### src/rtl/fc_layer_controller.sv
// Sequencer for one fully-connected layer: clear, accumulate INPUT_LENGTH words, add bias, hand off result.
// Latency: last word transfer at t -> bias_en_o at t+1 -> valid_o at t+2; period INPUT_LENGTH+3 cycles.
// Backpressure: ready_o only in accumulate phase; valid_o held (accumulators frozen) until ready_i.
module fc_layer_controller #(
    parameter int INPUT_LENGTH = 8,
    parameter int ADDR_WIDTH   = $clog2(INPUT_LENGTH + 1)
) (
    input  logic                  clk_i,
    input  logic                  reset_i,
    input  logic                  valid_i,
    output logic                  ready_o,
    output logic [ADDR_WIDTH-1:0] mem_addr_o,
    output logic                  acc_clear_o,
    output logic                  acc_en_o,
    output logic                  bias_en_o,
    output logic                  valid_o,
    input  logic                  ready_i
);

    typedef enum logic [1:0] {
        eCLEAR,
        eACCUM,
        eBIAS,
        eDONE
    } state_t;

    localparam logic [ADDR_WIDTH-1:0] LAST_IDX = ADDR_WIDTH'(INPUT_LENGTH - 1);
    localparam logic [ADDR_WIDTH-1:0] ONE      = ADDR_WIDTH'(1);

    state_t                state_r;
    logic [ADDR_WIDTH-1:0] count_r;
    logic                  xfer;

    assign xfer = (state_r == eACCUM) && valid_i;

    always_ff @(posedge clk_i) begin
        if (reset_i) begin
            state_r <= eCLEAR;
            count_r <= '0;
        end else begin
            case (state_r)
                eCLEAR: state_r <= eACCUM;
                eACCUM: begin
                    if (xfer) begin
                        // The only way the counter returns to zero is leaving the accumulate phase.
                        if (count_r == LAST_IDX) begin
                            count_r <= '0;
                            state_r <= eBIAS;
                        end else begin
                            count_r <= count_r + ONE;
                        end
                    end
                end
                eBIAS:  state_r <= eDONE;
                eDONE:  if (ready_i) state_r <= eCLEAR;
                default: state_r <= eCLEAR;
            endcase
        end
    end

    // acc_en_o follows valid_i combinationally so the strobe lands on the transfer cycle.
    assign ready_o     = (state_r == eACCUM);
    assign mem_addr_o  = (state_r == eACCUM) ? count_r : '0;
    assign acc_clear_o = (state_r == eCLEAR);
    assign acc_en_o    = xfer;
    assign bias_en_o   = (state_r == eBIAS);
    assign valid_o     = (state_r == eDONE);

endmodule

### config.mk
export PLATFORM = sky130hd
export DESIGN_NAME = fc_layer_controller
export DESIGN_NICKNAME = d
export VERILOG_FILES = /design/src/rtl/fc_layer_controller.sv
export SDC_FILE = /design/constraint.sdc
export NUM_CORES = 1
export LEC_CHECK = 0
export ABC_AREA = 1
export BUFFER_PORTS_ARGS = -buffer_cell sky130_fd_sc_hd__buf_4
export CAP_MARGIN = 20
export CELL_PAD_IN_SITES_DETAIL_PLACEMENT = 1
export CELL_PAD_IN_SITES_GLOBAL_PLACEMENT = 2
export CORE_MARGIN = 10
export CORE_UTILIZATION = 26
export DETAILED_ROUTE_END_ITERATION = 10
export PLACE_DENSITY_LB_ADDON = 0.1
export SLEW_MARGIN = 5
export SYNTH_ARGS = -nofsm -noshare
export SYNTH_HDL_FRONTEND = slang
export SYNTH_SLANG_ARGS = --single-unit
### constraint.sdc
create_clock -name clk_i -period 2.84 [get_ports clk_i]
set_clock_uncertainty 0.2 [all_clocks]
set_input_delay 0.426 -clock clk_i [delete_from_list [all_inputs] [get_ports clk_i]]
set_output_delay 0.426 -clock clk_i [all_outputs]
set_load 0.01 [all_outputs]
## Word-level counts from Yosys, hierarchy flattened

Cells that the tools add are included.

| cells by class | value |
|---|---|
| $add $sub $neg | 1 |
| equality and inequality tests | 7 |
| mux-type cells | 6 |
| reductions and logical operators | 4 |

Operator list:

| operator | number |
|---|---|
| $mux W4 | 2 |
| $pmux W2 S4 | 1 |
| $mux W2 | 3 |
| $ne A2 B1 Y1 const B | 3 |
| $add A4 B1 Y4 const B | 1 |
| $eq A2 B2 Y1 const B | 2 |
| $eq A4 B3 Y1 const B | 1 |
| $reduce_and A3 Y1 | 1 |
| $eq A2 B1 Y1 const B | 1 |
| $logic_not A2 Y1 | 1 |
| $reduce_and A2 Y1 | 1 |
| $logic_and A1 B1 Y1 | 1 |

| word-level totals | value |
|---|---|
| bits in registers | 6 |
| input bits | 4 |
| output and inout bits | 9 |
| word-level logic and storage cells | 20 |

## Logic depth before layout (Yosys ltp)

Gate-level depths: netlist (run 1).

| logic depth | value |
|---|---|
| word-level depth | 4 |
| gate-level depth with buffers | 9 |

## Worst setup path before layout (run 1)

OpenSTA, ideal clock, no wires.

| path | value |
|---|---|
| path type | flip-flop to output port |
| start | reg state_r[1] |
| end | out acc_en_o |
| arrival time | 0.932 ns |
| data required time | 2.214 ns |
| setup slack | 1.282 ns |
| cell stages (with the launch flop) | 6 |
| cells stage by stage | dfxtp_1 -> inv_1 -> ha_1 -> buf_6 -> nand2_4 -> inv_1 |

| between the ends | value |
|---|---|
| word-level cells in the longest chain between the ends | 2 |

Ends and longest elaborated chain:

| item | line | text |
|---|---|---|
| start: declaration | 30 | `state_t state_r;` |
| start signal: assignment | 38 | `state_r <= eCLEAR;` |
| start signal: assignment | 42 | `eCLEAR: state_r <= eACCUM;` |
| start signal: assignment | 48 | `state_r <= eBIAS;` |
| $eq A2 B1 Y1 | n/a |  |
| named net ready_o | 11 | `output logic ready_o,` |
| $logic_and A1 B1 Y1 | 34 | `assign xfer = (state_r == eACCUM) && valid_i;` |
| end: declaration | 14 | `output logic acc_en_o,` |

The timed path passes the listed nets, and every way through them passes these cells.

## Worst setup path in the final report (run 1)

| path | value |
|---|---|
| start | reg state_r[1] |
| end | out acc_en_o |

| between the ends | value |
|---|---|
| word-level cells in the longest chain between the ends | 2 |

Ends and longest elaborated chain:

| item | line |
|---|---|
| $eq A2 B1 Y1 | 34 |
| $logic_and A1 B1 Y1 | 34 |

No other way between the ends.

==> results of run 1 <==
==> final timing paths <==
kind              depth (start not counted)    endpoint  slack, ns
setup / recovery                          5    acc_en_o       0.83
hold / removal                            2  count_r[0]       0.14
setup reg to reg                          7  count_r[3]       1.28
hold reg to reg                           2  state_r[1]       0.35
==> placed cells by master (no fill, tap or decap), types with 2 or more instances in the layout <==
| cell | count |
|---|---|
| sky130_fd_sc_hd__inv_1 | 15 |
| sky130_fd_sc_hd__clkbuf_4 | 3 |
| sky130_fd_sc_hd__dfxtp_1 | 6 |
| sky130_fd_sc_hd__nand4_1 | 4 |
| sky130_fd_sc_hd__nor2_1 | 7 |
| sky130_fd_sc_hd__a21oi_1 | 4 |
| sky130_fd_sc_hd__o21ai_0 | 2 |
| sky130_fd_sc_hd__buf_4 | 12 |
| sky130_fd_sc_hd__ha_1 | 5 |
| sky130_fd_sc_hd__nand2_1 | 11 |
| sky130_fd_sc_hd__nand3_1 | 2 |
==> flip-flops by register name, indices dropped and copies added, names as in the netlist <==
signal	flops
count_r	4
state_r	2
==> cell families after synthesis <==
| logic type | after synthesis |
|---|---|
| AOI/OAI and AO/OA | 7 |
| adders and majority gates | 5 |
| buffers and inverters | 16 |
| and+or+nand+nor | 27 |
| DFF | 6 |
==> per-stage QoR <==
stage          setup slack, ns  power, mW  instances   util
6_report                 0.833      0.429         91  0.356
5_1_grt                  0.733      0.477         91  0.356
4_1_cts                  0.814      0.438         91  0.356
3_5_place_dp              1.09      0.352         88  0.341
3_3_place_gp              1.12      0.352         88  0.341
2_1_floorplan             1.28      0.284         61      -
==> cells in the mapped netlist, drive strengths merged <==
| master | count | share of area |
|---|---|---|
| a21oi | 4 | 0.048 |
| buf | 1 | 0.027 |
| dfxtp | 6 | 0.29 |
| ha | 5 | 0.15 |
| inv | 15 | 0.14 |
| nand2 | 12 | 0.13 |
| nand3 | 2 | 0.024 |
| nand4 | 4 | 0.060 |
| nor2 | 8 | 0.090 |
| nor3 | 1 | 0.012 |
| o21ai | 3 | 0.036 |
==> layout make-up <==
class / count / share of cell area
inverters: 15 / 0.105
well taps: 16 / 0.0373
clock buffers: 3 / 0.0420
multi-input cells: 39 / 0.424
repair buffers: 12 / 0.168
flip-flops and latches: 6 / 0.224
==> layer usage <==
metal,global-route usage,share of wire,wire (um),vias to the layer above
li1,-,-,-,218
met1,0.0702,0.46,475,178
met2,0.0765,0.40,416,14
met3,0.0403,0.12,124,2
met4,0.0385,0.016,16,0
met5,0,0,0,-
==> power breakdown <==
part           switching (mW)  total, mW  internal, mW
clock network          0.0361     0.0842        0.0482
logic                   0.122      0.217        0.0956
registers              0.0225      0.127         0.105
==> results_dict.tcl, run 1 <==
set metrics [dict create \
    run_status "completed" \
    finalSetupViolCount 0 \
    ys_types 14 \
    drc 0 \
    first_pass_grt_wire_length_um 1610 \
    clock-sinks 6 \
    path_delay_family "adder cells" \
    antenna_violating_nets_post_route 0 \
    multi_input_comb_area_um2 228 \
    grt_antenna_before_repair 0 \
    critical_path.most_common_cell "sky130_fd_sc_hd__inv_1" \
    hold_viol_final 0 \
    synth_top_family_by_area "simple AND/OR/NAND/NOR gates" \
    vdd_ir_drop_max_uv 261 \
    yosys_register_bits 6 \
    syn_to_final_growth_pct 29.2 \
    setup_repair_after_global_routing_missed_its_margin "no" \
    cts_inserted_buffers 3 \
    multiplexer_share_of_the_synthesized_area 0 \
    cap_viol_max_count 0 \
    cts_max_level 1 \
    whs_ns 0.136 \
    pin_count_of_the_biggest_net_entering_global_routing 10 \
    drt_iter0_drc 2 \
    powerDensity_nw_per_um2 799 \
    post_synth.cell_area_avg_um2 6.81 \
    critical_path.cell_chain "inv_1 -> ha_1 -> nand2_4 -> inv_1 -> buf_4" \
    die_x_um 60.0 \
    min_from "reset_i" \
    cts_resized 0 \
    mapped_cells 61 \
    nFillCells 202 \
    dp.final_hpwl_um 878 \
    synth_warnings 0 \
    cts_hold_repair_buffers 0 \
    grt_pass1_vias 384 \
    cts.path.max_buffers 2 \
    tritoncts "done" \
    syn_nets 70 \
    core.rowCount 14 \
    timing.fmax_ghz 0.498 \
    critical_path_buf_inv_count 3 \
    route.vias.total 412 \
    leakage_nw 0.303 \
    synth-simple-area-share 0.313 \
    placed_area_um2 514 \
    yosysSeqAreaShare 0.289 \
    yosys.area_share.xor_xnor 0 \
    slew_headroom 0.764 \
    slowest_stage "sky130_fd_sc_hd__ha_1" \
    top_level_ports 13 \
    design.final.nets 86 \
    totalWireLength_um 1030 \
    critical_register_to_register_path_startpoint "state_r[1]" \
    routedWlPerCell_um 11.3 \
    worst-slew-pin-transition_ns 0.353 \
    final-max-slew-violation-count 0 \
    floorplan.die_area_um2 3600 \
    post_cts.repair.setup_buffers 0 \
    clk_pin_slew_worst_paths_ns 0.05 \
    worst_setup_startpoint "state_r[1]" \
    path_class "flip-flop to output port" \
    clk-insertion-delay-late_ns 0.26 \
    finalWorstPathRequiredPeriod_ns 2.01 \
    critPathArrivalTime_ns 1.38 \
    portBuffers 12 \
    layout-drive-gt1-share 0.227 \
    mappedNetlistArea_um2 415 \
    routed_via_density 4.53 \
    detailedRoute.firstPassIterationCount 2 \
    worst-endpoint-required_ns 2.21 \
    cts_root_buf "sky130_fd_sc_hd__clkbuf_4" \
    synth_compound_gate_area_share 0.0843 \
    critical_path.endpoint_type "output port" \
    crit_path_start_kind "flip-flop" \
    critical-path-max-stage-delay_ns 0.37 \
    place.gp.congestion 0.755 \
    gr-usage-all-layers 0.0600 \
    hold_path.class "primary input to flip-flop" \
    synth_adder_area_share 0.151 \
    crit_path_max_fanout 9 \
    final-seq-area_um2 120 \
    post-route-period-util 0.707 \
    grt_remaining_overflow 0 \
    initial_core_util 0.276 \
    totalNegativeSetupSlack_ns 0 \
    die_boundary_height_um 60.0 \
    diodes 0 \
    design_area_um2 537 \
    floorplan.core_area_um2 1510 \
]
No activity file was read; power rests on OpenSTA's default activity.
==> run 2, diff against run 1 <==
--- a/config.mk
+++ b/config.mk
@@ -11,7 +11,7 @@
 export CELL_PAD_IN_SITES_DETAIL_PLACEMENT = 1
 export CELL_PAD_IN_SITES_GLOBAL_PLACEMENT = 2
 export CORE_MARGIN = 10
-export CORE_UTILIZATION = 26
+export CORE_UTILIZATION = 22
 export DETAILED_ROUTE_END_ITERATION = 10
 export PLACE_DENSITY_LB_ADDON = 0.1
 export SLEW_MARGIN = 5
==> constraint.sdc (replaced) <==
create_clock -name clk_i -period 1.7 [get_ports clk_i]
set_clock_uncertainty 0.2 [all_clocks]
set_input_delay 0.255 -clock clk_i [delete_from_list [all_inputs] [get_ports clk_i]]
set_output_delay 0.255 -clock clk_i [all_outputs]
set_load 0.01 [all_outputs]
==> results_dict.tcl, run 2 (synthesis gave the netlist of run 1 again) <==
set metrics [dict create \
    run_status "completed" \
    detailedRoute.firstPassIterationCount 4 \
    design.final.nets 89 \
    largest_register_ff_count 4 \
    setup_repair_after_global_routing_missed_its_margin "no" \
    cts.path.max_buffers 2 \
    path_class "flip-flop to output port" \
    cts_max_level 1 \
    finalPower_uw 778 \
    critical_path.endpoint_type "output port" \
    floorplan.die_area_um2 4030 \
    cap_viol_max_count 0 \
    largestRegisters "count_r: 4 flops, state_r: 2 flops" \
    vdd_ir_drop_max_uv 628 \
    leakage_nw 0.316 \
    route.vias.total 418 \
    powerDensity_nw_per_um2 1320 \
    cts_root_buf "sky130_fd_sc_hd__clkbuf_4" \
    nFillCells 251 \
    layout-drive-gt1-share 0.295 \
    clock-sinks 6 \
    totalNegativeSetupSlack_ns 0 \
    critPathArrivalTime_ns 1.16 \
    hold_viol_final 0 \
    floorplan.core_area_um2 1760 \
    top_register "count_r" \
    crit_path_max_fanout 8 \
    dp.final_hpwl_um 913 \
    finalWorstPathRequiredPeriod_ns 1.62 \
    crit_path_start_kind "flip-flop" \
    clk-insertion-delay-late_ns 0.25 \
    die_x_um 63.5 \
    top_level_ports 13 \
    clk_pin_slew_worst_paths_ns 0.05 \
    place.gp.congestion 0.681 \
    gr-usage-all-layers 0.0583 \
    slew_headroom 0.850 \
    worst-slew-pin-transition_ns 0.224 \
    tritoncts "done" \
    routedWlPerCell_um 10.8 \
    core.rowCount 15 \
    hold_path.class "primary input to flip-flop" \
    initial_core_util 0.235 \
    drc 0 \
    first_pass_grt_wire_length_um 1920 \
    post-route-period-util 0.952 \
    syn_to_final_growth_pct 41.6 \
    worst-endpoint-required_ns 1.24 \
    pin_count_of_the_biggest_net_entering_global_routing 10 \
    antenna_violating_nets_post_route 0 \
    layout_common_cells "14 x sky130_fd_sc_hd__inv_1, 14 x sky130_fd_sc_hd__buf_4, 11 x sky130_fd_sc_hd__nand2_1" \
    portBuffers 12 \
    grt_antenna_before_repair 0 \
    totalWireLength_um 1120 \
    diodes 0 \
    whs_ns 0.183 \
    drt_iter0_drc 8 \
    grt_pass1_vias 419 \
    timing.fmax_ghz 0.618 \
    cts_inserted_buffers 3 \
    routed_via_density 4.06 \
    final-max-slew-violation-count 0 \
    grt_remaining_overflow 0 \
    finalSetupViolCount 0 \
    die_boundary_height_um 63.5 \
]
[run 2: metal layers]
metal	part of all wire	up-vias	GRT usage
met4	0.015	0	0.0410
met1	0.49	181	0.0651
met5	0	-	0
met3	0.089	4	0.0336
li1	-	224	-
met2	0.41	9	0.0804
[run 2: repair_timing]
action                     4_1_cts  5_1_grt
setup endpoints to repair        6        3
buffers inserted                 0        1
hold buffers                     1        0
hold endpoints to repair         1        0
resized for setup                3        2
[run 2: final timing paths]
kind,from,end,slack (ns),cells past startpoint
max,state_r[1],acc_en_o,0.08,5
min reg2reg,state_r[1],state_r[1],0.31,2
min,valid_i,count_r[0],0.18,4
max reg2reg,state_r[1],count_r[3],0.33,7
[run 2: power breakdown]
group | internal [mW] | leakage, nW | total, mW | switching [mW]
Sequential | 0.180 | 0.0496 | 0.218 | 0.0383
Clock | 0.0800 | 0.0138 | 0.134 | 0.0538
Combinational | 0.198 | 0.253 | 0.426 | 0.228
Total | 0.458 | 0.316 | 0.778 | 0.320
[run 2: stage by stage]
stage               utilization  cells  area, um2  worst slack [ns]
floorplan                     -     61        415             0.264
global placement          0.302     98        533             0.119
detailed placement        0.302     98        533            0.0983
CTS                       0.328    102        579            0.0253
global route              0.333    103        588           0.00843
finish                    0.333    103        588            0.0824
[run 2: area by class of cell]
type	instances	area (um2)	share of cell area
repair buffers	15	115	0.196
well taps	25	31.3	0.0532
clock buffers	3	22.5	0.0383
multi-input cells	39	240	0.409
inverters	15	56.3	0.0957
flip-flops and latches	6	123	0.209
[run 2: critical path, stage by stage (launching register included)]
cell                      delay (ns)
sky130_fd_sc_hd__dfxtp_2        0.33
sky130_fd_sc_hd__inv_1          0.11
sky130_fd_sc_hd__ha_4           0.20
sky130_fd_sc_hd__nand2_4        0.08
sky130_fd_sc_hd__inv_2          0.08
sky130_fd_sc_hd__buf_4          0.12
